[config.mk]
export PLATFORM = sky130hd
export DESIGN_NAME = chnl_host_emulator_flat
export DESIGN_NICKNAME = d
export VERILOG_FILES = /design/src/rtl/chnl_host_emulator_if.sv /design/src/rtl/chnl_host_emulator.sv /design/src/flat_wrapper.sv
export SDC_FILE = /design/constraint.sdc
export NUM_CORES = 1
export LEC_CHECK = 0
export CAP_MARGIN = 10
export CORE_ASPECT_RATIO = 1.75
export CORE_MARGIN = 2
export CORE_UTILIZATION = 30
export DETAILED_ROUTE_END_ITERATION = 6
export GPL_TIMING_DRIVEN = 0
export MAX_ROUTING_LAYER = met4
export SLEW_MARGIN = 20
export SYNTH_ARGS = -nofsm -noshare
export SYNTH_HDL_FRONTEND = slang
export SYNTH_SLANG_ARGS = --single-unit
export TNS_END_PERCENT = 10
[constraint.sdc]
create_clock -name CLK -period 4.9 [get_ports CLK]
set_input_delay 0.98 -clock CLK [delete_from_list [all_inputs] [get_ports CLK]]
set_output_delay 0.98 -clock CLK [all_outputs]
set_load 0.05 [all_outputs]
[src/rtl/chnl_host_emulator_if.sv]
// RIFFA-style channel bundle between the host-side emulator (master) and
// the user logic under test (slave).
interface chnl_host_emulator_if #(
    parameter int C_PCI_DATA_WIDTH = 128
);
    logic                        CHNL_RX;
    logic                        CHNL_RX_ACK;
    logic                        CHNL_RX_LAST;
    logic [31:0]                 CHNL_RX_LEN;
    logic [30:0]                 CHNL_RX_OFF;
    logic [C_PCI_DATA_WIDTH-1:0] CHNL_RX_DATA;
    logic                        CHNL_RX_DATA_VALID;
    logic                        CHNL_RX_DATA_REN;

    logic                        CHNL_TX;
    logic                        CHNL_TX_ACK;
    logic                        CHNL_TX_LAST;
    logic [31:0]                 CHNL_TX_LEN;
    logic [30:0]                 CHNL_TX_OFF;
    logic [C_PCI_DATA_WIDTH-1:0] CHNL_TX_DATA;
    logic                        CHNL_TX_DATA_VALID;
    logic                        CHNL_TX_DATA_REN;

    modport master (
        output CHNL_RX, CHNL_RX_LAST, CHNL_RX_LEN, CHNL_RX_OFF,
               CHNL_RX_DATA, CHNL_RX_DATA_VALID,
        input  CHNL_RX_ACK, CHNL_RX_DATA_REN,
        input  CHNL_TX, CHNL_TX_LAST, CHNL_TX_LEN, CHNL_TX_OFF,
               CHNL_TX_DATA, CHNL_TX_DATA_VALID,
        output CHNL_TX_ACK, CHNL_TX_DATA_REN
    );

    modport slave (
        input  CHNL_RX, CHNL_RX_LAST, CHNL_RX_LEN, CHNL_RX_OFF,
               CHNL_RX_DATA, CHNL_RX_DATA_VALID,
        output CHNL_RX_ACK, CHNL_RX_DATA_REN,
        output CHNL_TX, CHNL_TX_LAST, CHNL_TX_LEN, CHNL_TX_OFF,
               CHNL_TX_DATA, CHNL_TX_DATA_VALID,
        input  CHNL_TX_ACK, CHNL_TX_DATA_REN
    );
endinterface

[src/rtl/chnl_host_emulator.sv]
// Host-side channel emulator: sources a counting pattern on RX, sinks and
// checks the returned TX stream, and counts the cycles a test takes.
module chnl_host_emulator #(
    parameter int C_PCI_DATA_WIDTH = 128
) (
    input  logic                        CLK,
    input  logic                        RST_X,
    input  logic                        start,
    input  logic [31:0]                 len,
    input  logic                        rx_stall,
    input  logic                        tx_stall,
    chnl_host_emulator_if.master        chnl,
    output logic                        busy,
    output logic                        done,
    output logic                        err_len,
    output logic [15:0]                 err_cnt,
    output logic [C_PCI_DATA_WIDTH-1:0] tx_first,
    output logic [31:0]                 cycles
);
    localparam int unsigned W   = C_PCI_DATA_WIDTH / 32;
    localparam logic [32:0] W33 = 33'(W);

    typedef enum logic [1:0] {RX_IDLE, RX_REQ, RX_DATA, RX_FIN} rx_state_t;
    typedef enum logic [1:0] {TX_IDLE, TX_ACK, TX_DATA, TX_FIN} tx_state_t;

    rx_state_t rx_state_q, rx_state_d;
    tx_state_t tx_state_q, tx_state_d;

    logic [31:0]                 len_q;
    logic [31:0]                 rx_sent_q;
    logic [31:0]                 tx_word_q;
    logic [31:0]                 tx_k_q;
    logic [31:0]                 tx_beats_q;
    logic                        busy_q;
    logic                        done_q;
    logic                        err_len_q;
    logic [15:0]                 err_cnt_q;
    logic [C_PCI_DATA_WIDTH-1:0] tx_first_q;
    logic [31:0]                 cycles_q;

    logic                        start_ok;
    logic                        run_ok;
    logic                        rx_xfer;
    logic                        rx_last;
    logic                        tx_ren;
    logic                        tx_xfer;
    logic                        tx_last_beat;
    logic                        both_fin;
    logic                        tx_mis;
    logic [C_PCI_DATA_WIDTH-1:0] rx_pat;
    logic [32:0]                 tx_len_rnd;
    logic [32:0]                 tx_beats_w;
    logic [31:0]                 tx_beats_d;
    logic                        unused_ok;

    assign start_ok     = start && !busy_q;
    assign run_ok       = start_ok && (len != 32'd0);
    assign rx_xfer      = (rx_state_q == RX_DATA) && !rx_stall && chnl.CHNL_RX_DATA_REN;
    // widened so a length near 2^32 cannot wrap the final-beat test
    assign rx_last      = ({1'b0, rx_sent_q} + W33) >= {1'b0, len_q};
    assign tx_ren       = (tx_state_q == TX_DATA) && !tx_stall;
    assign tx_xfer      = tx_ren && chnl.CHNL_TX_DATA_VALID;
    assign tx_last_beat = (tx_k_q + 32'd1) == tx_beats_q;
    assign both_fin     = (rx_state_q == RX_FIN) && (tx_state_q == TX_FIN);

    assign tx_len_rnd   = {1'b0, chnl.CHNL_TX_LEN} + (W33 - 33'd1);
    assign tx_beats_w   = tx_len_rnd / W33;
    assign tx_beats_d   = (chnl.CHNL_TX_LEN == 32'd0) ? 32'd1 : tx_beats_w[31:0];
    assign unused_ok    = ^{chnl.CHNL_TX_LAST, chnl.CHNL_TX_OFF, tx_beats_w[32]};

    assign chnl.CHNL_RX            = (rx_state_q == RX_REQ) || (rx_state_q == RX_DATA);
    assign chnl.CHNL_RX_LAST       = 1'b1;
    assign chnl.CHNL_RX_LEN        = len_q;
    assign chnl.CHNL_RX_OFF        = '0;
    assign chnl.CHNL_RX_DATA       = (rx_state_q == RX_DATA) ? rx_pat : '0;
    assign chnl.CHNL_RX_DATA_VALID = (rx_state_q == RX_DATA) && !rx_stall;
    assign chnl.CHNL_TX_ACK        = (tx_state_q == TX_ACK);
    assign chnl.CHNL_TX_DATA_REN   = tx_ren;

    assign busy     = busy_q;
    assign done     = done_q;
    assign err_len  = err_len_q;
    assign err_cnt  = err_cnt_q;
    assign tx_first = tx_first_q;
    assign cycles   = cycles_q;

    // Per-lane RX pattern for the current beat and TX lane mismatch detect
    always_comb begin
        rx_pat = '0;
        tx_mis = 1'b0;
        for (int unsigned i = 0; i < W; i++) begin
            rx_pat[32*i +: 32] = rx_sent_q + i + 32'd1;
            if (chnl.CHNL_TX_DATA[32*i +: 32] != tx_word_q + i + 32'd1) begin
                tx_mis = 1'b1;
            end
        end
    end

    // Next-state logic for the RX source and TX sink FSMs
    always_comb begin
        rx_state_d = rx_state_q;
        tx_state_d = tx_state_q;
        unique case (rx_state_q)
            RX_IDLE: if (run_ok) rx_state_d = RX_REQ;
            RX_REQ:  if (chnl.CHNL_RX_ACK) rx_state_d = RX_DATA;
            RX_DATA: if (rx_xfer && rx_last) rx_state_d = RX_FIN;
            RX_FIN:  if (both_fin) rx_state_d = RX_IDLE;
            default: rx_state_d = RX_IDLE;
        endcase
        unique case (tx_state_q)
            // armed only while a test is running
            TX_IDLE: if (busy_q && chnl.CHNL_TX) tx_state_d = TX_ACK;
            TX_ACK:  tx_state_d = TX_DATA;
            TX_DATA: if (tx_xfer && tx_last_beat) tx_state_d = TX_FIN;
            TX_FIN:  if (both_fin) tx_state_d = TX_IDLE;
            default: tx_state_d = TX_IDLE;
        endcase
    end

    // FSM state registers
    always_ff @(posedge CLK or negedge RST_X) begin
        if (!RST_X) begin
            rx_state_q <= RX_IDLE;
            tx_state_q <= TX_IDLE;
        end else begin
            rx_state_q <= rx_state_d;
            tx_state_q <= tx_state_d;
        end
    end

    // Test control, counters, TX checking and result capture
    always_ff @(posedge CLK or negedge RST_X) begin
        if (!RST_X) begin
            len_q      <= '0;
            rx_sent_q  <= '0;
            tx_word_q  <= '0;
            tx_k_q     <= '0;
            tx_beats_q <= '0;
            busy_q     <= 1'b0;
            done_q     <= 1'b0;
            err_len_q  <= 1'b0;
            err_cnt_q  <= '0;
            tx_first_q <= '0;
            cycles_q   <= '0;
        end else if (start_ok) begin
            len_q      <= len;
            rx_sent_q  <= '0;
            tx_word_q  <= '0;
            tx_k_q     <= '0;
            tx_beats_q <= '0;
            busy_q     <= (len != 32'd0);
            done_q     <= (len == 32'd0);
            err_len_q  <= (len == 32'd0);
            err_cnt_q  <= '0;
            tx_first_q <= '0;
            cycles_q   <= '0;
        end else begin
            if (busy_q && (cycles_q != '1)) begin
                cycles_q <= cycles_q + 32'd1;
            end
            if (both_fin) begin
                busy_q <= 1'b0;
                done_q <= 1'b1;
            end
            if (rx_xfer) begin
                rx_sent_q <= rx_sent_q + 32'(W);
            end
            if (tx_state_q == TX_ACK) begin
                tx_beats_q <= tx_beats_d;
                if (chnl.CHNL_TX_LEN != len_q) err_len_q <= 1'b1;
            end
            if (tx_xfer) begin
                if (tx_k_q == 32'd0) begin
                    tx_first_q <= chnl.CHNL_TX_DATA;
                end else if (tx_mis && (err_cnt_q != '1)) begin
                    err_cnt_q <= err_cnt_q + 16'd1;
                end
                tx_k_q    <= tx_k_q + 32'd1;
                tx_word_q <= tx_word_q + 32'(W);
            end
        end
    end
endmodule

[src/flat_wrapper.sv]
// flat-port wrapper written by rule: the top's interface ports become plain ports
module chnl_host_emulator_flat 
#(
    parameter int C_PCI_DATA_WIDTH = 128
)
  (CLK, RST_X, start, len, rx_stall, tx_stall, busy, done, err_len, err_cnt, tx_first, cycles, chnl_CHNL_RX, chnl_CHNL_RX_LAST, chnl_CHNL_RX_LEN, chnl_CHNL_RX_OFF, chnl_CHNL_RX_DATA, chnl_CHNL_RX_DATA_VALID, chnl_CHNL_RX_ACK, chnl_CHNL_RX_DATA_REN, chnl_CHNL_TX, chnl_CHNL_TX_LAST, chnl_CHNL_TX_LEN, chnl_CHNL_TX_OFF, chnl_CHNL_TX_DATA, chnl_CHNL_TX_DATA_VALID, chnl_CHNL_TX_ACK, chnl_CHNL_TX_DATA_REN);
  chnl_host_emulator_if #(.C_PCI_DATA_WIDTH(C_PCI_DATA_WIDTH)) chnl_i ();
  input  logic CLK;
  input  logic RST_X;
  input  logic start;
  input  logic [31:0] len;
  input  logic rx_stall;
  input  logic tx_stall;
  output logic busy;
  output logic done;
  output logic err_len;
  output logic [15:0] err_cnt;
  output logic [C_PCI_DATA_WIDTH-1:0] tx_first;
  output logic [31:0] cycles;
  output wire logic [$bits(chnl_i.CHNL_RX)-1:0] chnl_CHNL_RX;
  output wire logic [$bits(chnl_i.CHNL_RX_LAST)-1:0] chnl_CHNL_RX_LAST;
  output wire logic [$bits(chnl_i.CHNL_RX_LEN)-1:0] chnl_CHNL_RX_LEN;
  output wire logic [$bits(chnl_i.CHNL_RX_OFF)-1:0] chnl_CHNL_RX_OFF;
  output wire logic [$bits(chnl_i.CHNL_RX_DATA)-1:0] chnl_CHNL_RX_DATA;
  output wire logic [$bits(chnl_i.CHNL_RX_DATA_VALID)-1:0] chnl_CHNL_RX_DATA_VALID;
  input wire logic [$bits(chnl_i.CHNL_RX_ACK)-1:0] chnl_CHNL_RX_ACK;
  input wire logic [$bits(chnl_i.CHNL_RX_DATA_REN)-1:0] chnl_CHNL_RX_DATA_REN;
  input wire logic [$bits(chnl_i.CHNL_TX)-1:0] chnl_CHNL_TX;
  input wire logic [$bits(chnl_i.CHNL_TX_LAST)-1:0] chnl_CHNL_TX_LAST;
  input wire logic [$bits(chnl_i.CHNL_TX_LEN)-1:0] chnl_CHNL_TX_LEN;
  input wire logic [$bits(chnl_i.CHNL_TX_OFF)-1:0] chnl_CHNL_TX_OFF;
  input wire logic [$bits(chnl_i.CHNL_TX_DATA)-1:0] chnl_CHNL_TX_DATA;
  input wire logic [$bits(chnl_i.CHNL_TX_DATA_VALID)-1:0] chnl_CHNL_TX_DATA_VALID;
  output wire logic [$bits(chnl_i.CHNL_TX_ACK)-1:0] chnl_CHNL_TX_ACK;
  output wire logic [$bits(chnl_i.CHNL_TX_DATA_REN)-1:0] chnl_CHNL_TX_DATA_REN;
  assign chnl_CHNL_RX = chnl_i.CHNL_RX;
  assign chnl_CHNL_RX_LAST = chnl_i.CHNL_RX_LAST;
  assign chnl_CHNL_RX_LEN = chnl_i.CHNL_RX_LEN;
  assign chnl_CHNL_RX_OFF = chnl_i.CHNL_RX_OFF;
  assign chnl_CHNL_RX_DATA = chnl_i.CHNL_RX_DATA;
  assign chnl_CHNL_RX_DATA_VALID = chnl_i.CHNL_RX_DATA_VALID;
  assign chnl_i.CHNL_RX_ACK = chnl_CHNL_RX_ACK;
  assign chnl_i.CHNL_RX_DATA_REN = chnl_CHNL_RX_DATA_REN;
  assign chnl_i.CHNL_TX = chnl_CHNL_TX;
  assign chnl_i.CHNL_TX_LAST = chnl_CHNL_TX_LAST;
  assign chnl_i.CHNL_TX_LEN = chnl_CHNL_TX_LEN;
  assign chnl_i.CHNL_TX_OFF = chnl_CHNL_TX_OFF;
  assign chnl_i.CHNL_TX_DATA = chnl_CHNL_TX_DATA;
  assign chnl_i.CHNL_TX_DATA_VALID = chnl_CHNL_TX_DATA_VALID;
  assign chnl_CHNL_TX_ACK = chnl_i.CHNL_TX_ACK;
  assign chnl_CHNL_TX_DATA_REN = chnl_i.CHNL_TX_DATA_REN;
  chnl_host_emulator #(.C_PCI_DATA_WIDTH(C_PCI_DATA_WIDTH)) u_core (.CLK(CLK), .RST_X(RST_X), .start(start), .len(len), .rx_stall(rx_stall), .tx_stall(tx_stall), .chnl(chnl_i), .busy(busy), .done(done), .err_len(err_len), .err_cnt(err_cnt), .tx_first(tx_first), .cycles(cycles));
endmodule
Word-level counts from Yosys, hierarchy flattened
Index checks and enable logic that the tools add are counted.
{"block": "classes", "n_addsub": 19, "eq_ne": 22, "order_cmp": 1, "reduce_logical": 35, "mux": 38}
{"operator": "128-bit two-way mux", "count": 4}
{"operator": "32-bit by 1-bit adder with 32-bit output, second input constant", "count": 10}
{"operator": "32-bit two-way mux", "count": 10}
{"operator": "32-bit inequality test", "count": 5}
{"operator": "32-bit by 2-bit adder with 32-bit output, second input constant", "count": 4}
{"operator": "32-bit logical NOT", "count": 3}
{"operator": "32-bit by 3-bit adder with 32-bit output, second input constant", "count": 2}
{"operator": "16-bit two-way mux", "count": 4}
{"operator": "32-bit by 2-bit adder with 33-bit output, second input constant", "count": 1}
{"operator": "32-bit by 3-bit adder with 33-bit output, second input constant", "count": 1}
{"operator": "33-bit by 32-bit greater-or-equal comparator with 1-bit output", "count": 1}
{"operator": "32-bit equality test", "count": 1}
{"operator": "32-bit inequality test, second input constant", "count": 1}
{"operator": "32-bit nonzero test", "count": 1}
{"operator": "31-bit two-way mux", "count": 1}
{"operator": "16-bit by 1-bit adder with 16-bit output, second input constant", "count": 1}
{"operator": "16-bit inequality test, second input constant", "count": 1}
{"operator": "2-bit one-hot mux with 4 select lines", "count": 2}
{"operator": "2-bit nonzero test", "count": 8}
{"operator": "1-bit logical AND", "count": 12}
{"operator": "2-bit two-way mux", "count": 6}
{"operator": "1-bit two-way mux", "count": 11}
{"operator": "2-bit by 1-bit inequality test with 1-bit output, second input constant", "count": 5}
{"operator": "2-bit equality test, second input constant", "count": 4}
{"operator": "8 further kinds", "count": 16}
{"block": "word_totals", "reg_bits": 343, "out_inout_bits": 375}

Logic depth before layout (Yosys ltp)
{"block": "logic_depth", "depth_word": 11, "ltp_mapped": 19, "mapped_depth_nobuf": 18}

Least setup slack after synthesis
No wires, ideal clock.
{"block": "synth_timing", "kind": "reg2reg", "start": "register u_core.rx_sent_q[2]", "end": "register u_core.rx_state_q[1]", "arrival_ns": 3.737, "synth_period_minus_slack_ns": 3.861, "slack_ns": 1.039, "path_stages_with_launch": 20, "setup_time_ns": 0.125, "cell_sequence": "dfrtp_1 > ha_1 > and3_1 > and3_1 > and4_1 > and3_1 > clkbuf_1 > nand3_1 > nor2_1 > xor2_1 > ha_1 > nand4_1 > nor4_1 > a41oi_1 > nor2b_1 > o21ai_0 > o2111ai_1 > o21ai_0 > a21oi_1 > mux2_2"}
{"block": "synth_between", "elab_chain_len": 5}
{"item": "start, declared", "line_no": "chnl_host_emulator.sv:30", "source": "logic [31:0] rx_sent_q;"}
{"item": "start signal, assigned", "line_no": "chnl_host_emulator.sv:166", "source": "rx_sent_q <= rx_sent_q + 32'(W);"}
{"item": "32-bit by 3-bit adder with 33-bit output", "line_no": "chnl_host_emulator.sv:60", "source": "assign rx_last = ({1'b0, rx_sent_q} + W33) >= {1'b0, len_q};"}
{"item": "33-bit by 32-bit greater-or-equal comparator with 1-bit output", "line_no": "chnl_host_emulator.sv:60"}
{"item": "1-bit logical AND", "line_no": "chnl_host_emulator.sv:106", "source": "RX_DATA: if (rx_xfer && rx_last) rx_state_d = RX_FIN;"}
{"item": "2-bit inequality test (no source line)"}
{"item": "4-bit AND reduction (no source line)"}
{"item": "end signal, assigned", "line_no": "chnl_host_emulator.sv:126", "source": "rx_state_q <= rx_state_d;"}
{"item": "end, declared", "line_no": "chnl_host_emulator.sv:26", "source": "rx_state_t rx_state_q, rx_state_d;"}
Every way passes these cells.
A chain may end at the register's enable or synchronous reset.

Worst setup path after layout
{"block": "layout_timing", "start": "register u_core.rx_state_q[0]", "end": "output port chnl_CHNL_RX_DATA[62]"}
{"block": "layout_between", "elab_chain_len": 2}
{"item": "2-bit equality test", "line_no": "chnl_host_emulator.sv:75", "source": "assign chnl.CHNL_RX_DATA = (rx_state_q == RX_DATA) ? rx_pat : '0;"}
{"item": "128-bit two-way mux", "line_no": "chnl_host_emulator.sv:75"}
{"item": "end, declared", "line_no": "flat_wrapper.sv:24", "source": "output wire logic [$bits(chnl_i.CHNL_RX_DATA)-1:0] chnl_CHNL_RX_DATA;"}
Every way passes these cells.

==> impl_metrics.ini <==
[setup_path]
crit_path_max_incr_delay_ns = 0.79
critical_path_required_ns = 3.92
crit_type = flop to output port
path_max_fanout = 10
cpMaxStageDelayCell = clkdlybuf4s50_1
crit_path_start_kind = flop
cp_cell_sequence = inv_1 -> ha_1 -> clkbuf_1 -> clkbuf_2 -> and2_1 -> buf_4 -> clkdlybuf4s50_1
cp-end-kind = output port
critPathArrivalTime_ns = 3.76

[logic_synthesis]
syn_inst = 2477
synth.distinct_cells = 74
synthFlopType = dfrtp_1
ys_async_sr_fraction_pct = 100
synth_top_area_cell = dfrtp_1
ys_seq_elements = 338
yosysSeqAreaShare_pct = 40.3
synth_area_per_cell_um2 = 8.46
synth_enable_flop_cells = 0
synth_top_area_share_pct = 40.3
ys_warn_count = 0
syn_area_um2 = 21000
synth_area_leaders = dfrtp_1 40%, nand2_1 8.2%, xor2_1 7.1%

[timing]
skew_ns = 0.0324
setup_viol = 0
post-route-period-util_pct = 96.6
maxSlewViolCount = 0
min_period_ns = 4.74
finalWorstSetupSlack_ns = 0.164
whs_ns = 0.294
max_freq_mhz = 211
hold_viol = 0
tightest_slew_ns = 1.05
slew_headroom_pct = 29.9
rsz0062_at_grt = no
setup_tns_ns = 0

[routing]
wl_um = 93800
antenna_left = 0
dr.pass1.iters = 5
vias = 20200
drc_errors = 0
drt_iter0_markers = 932
wire_per_inst_um = 23.3
vias_per_cell = 5.02

[grt]
grt_pass1_vias = 21100
grt_pass1_wl_um = 136000
antenna_found_initial = 3
overflow = 0
grt_util_all_layers_pct = 26.3
grt_max_degree = 84

[clock_tree]
clock_sinks = 338
tritoncts = yes
ctsHoldBuffers = 0
cts_buffer_depth = 3
cts_inserted_buffers = 38
htree_levels = 2
cts_root_buf = clkbuf_16
clkTransAtPathRegs_ns = 0.07
clk_latency_ns = 0.56

[placed_design]
globalplace.congestion = 0.949
placed_area_um2 = 27700
port_buffers = 536
dp_hpwl_um = 76600
dp_slack_ns = -0.613

[final_layout]
finalNetCount = 3368
final_common_cell = clkdlybuf4s50_1
final_area_um2 = 29100
synthToLayoutAreaGrowth_pct = 38.7
nFillCells = 7101
multi_input_comb_area_um2 = 11100
final_cell_mix = 525 x clkdlybuf4s50_1, 457 x nand2_1, 337 x dfrtp_1, 174 x a21oi_1, 171 x xor2_1
drive_above_1_share_pct = 7.03
seqCellArea_um2 = 8460

[die]
initial_utilization_pct = 30.2
core-area_um2 = 69300
dieArea_um2 = 72100
ios = 608
dieHeight_um = 354
std_cell_rows = 128
die_w_um = 204

[power]
p_leak_nw = 12.2
vdd_drop_max_uv = 180
power_w = 0.0110
p_per_area_nw_per_um2 = 379

[flow_run]
maxCapViolations = 0

[hold_path]
hold_class = input pin to asynchronous set/reset pin

[outcome]
outcome = finished clean
-- critical path: cells and delay by family, from the launching register on --
kind,cells,cell delay [ns]
buffers and inverters,5,2.06
flip-flops,1,0.42
adder cells (fa/ha/maj),1,0.43
AND/OR/NAND/NOR,1,0.28
-- registers in the layout (all words and copies together), names as in the netlist --
name and flops:
u_core.tx_first 128, u_core.chnl.CHNL_RX_LEN 32, u_core.cycles 32, u_core.tx_k_q 32, u_core.tx_beats_q 31, u_core.rx_sent_q 30
u_core.tx_word_q 30, u_core.err_cnt 16, u_core.rx_state_q 2, u_core.tx_state_q 2, u_core.busy 1, u_core.done 1
u_core.err_len 1
-- logic make-up after synthesis --
family,Yosys count,share of synthesized area [%]
flops,338,40.3
simple gates,1076,25.0
xor+xnor,335,14.0
fa+ha+maj,46,2.74
mux,12,0.591
compound gates,367,9.97
other cells,2,0.0358
buf+inv,301,7.28
-- final timing paths --
kind                       depth (start not counted)                     endpoint                 start  slack [ns]
max                                                7        chnl_CHNL_RX_DATA[62]  u_core.rx_state_q[0]        0.16
min                                                1          u_core.tx_first[23]                 RST_X        0.29
max reg2reg                                       18         u_core.rx_state_q[1]   u_core.rx_sent_q[8]        0.28
min reg2reg                                        1                  u_core.done           u_core.done        0.50
max in group asynchronous                          3  u_core.chnl.CHNL_RX_LEN[31]                 RST_X        3.36
min in group CLK                                   1                  u_core.done           u_core.done        0.50
-- layer usage --
layer | GRT usage, % | vias up | wire [um]
met2 | 47.9 | 829 | 48400
met4 | 17.0 | 0 | 7090
met1 | 24.7 | 9661 | 32100
li1 | - | 9468 | -
met3 | 5.30 | 239 | 6120
met5 | - | - | 0
-- Yosys cell counts (all sizes together), types with 3 or more instances --
cell type  instances
o21a               4
nand4             66
xnor2            163
nor3              45
buf              118
a211oi             4
nand2            457
o31ai             13
nor2b             10
o2111ai            4
or4               11
nand3             64
nor4b              4
a21oi            182
a21o              10
o211ai             6
o22ai              4
mux2               3
xor2             172
nor2             141
o21ai            110
clkbuf           122
o31a               4
and3              47
dfrtp            338
inv               61
ha                46
and2              90
mux2i              9
or3               45
nand2b             6
o22a               3
a2111oi            4
nor4              60
or2                6
and4              13
-- cell type report --
| type | count | area share [%] |
|---|---|---|
| tap | 910 | 3.92 |
| clock buffer | 49 | 3.66 |
| inverter | 61 | 0.787 |
| sequential | 338 | 29.1 |
| multi-input combinational | 1872 | 38.3 |
| timing repair buffer | 541 | 18.9 |
| antenna | 1 | 0.00860 |
| clock inverter | 17 | 0.938 |
| buffer | 237 | 4.43 |
-- through the flow --
step | util [%] | std cells
after global placement | 39.8 | 3957
final | 41.9 | 4026
after global routing | 41.9 | 4026
after floorplan | - | 2511
after CTS | 41.9 | 4027
after detailed placement | 40.0 | 3961
-- report_power, final --
group,total (W),switching [W],internal (W)
clock,0.00318,0.00128,0.00190
combinational,0.00408,0.00267,0.00141
sequential,0.00376,0.000442,0.00332
total,0.0110,0.00439,0.00664
-- timing repair --
action                                  4_1_cts  5_1_grt
gates resized for setup                      23        6
cloned                                        0        0
buffers inserted                              0        1
endpoints found under the setup margin       18       16
pin swaps                                     0        1
No activity file was read; power rests on OpenSTA's default activity.
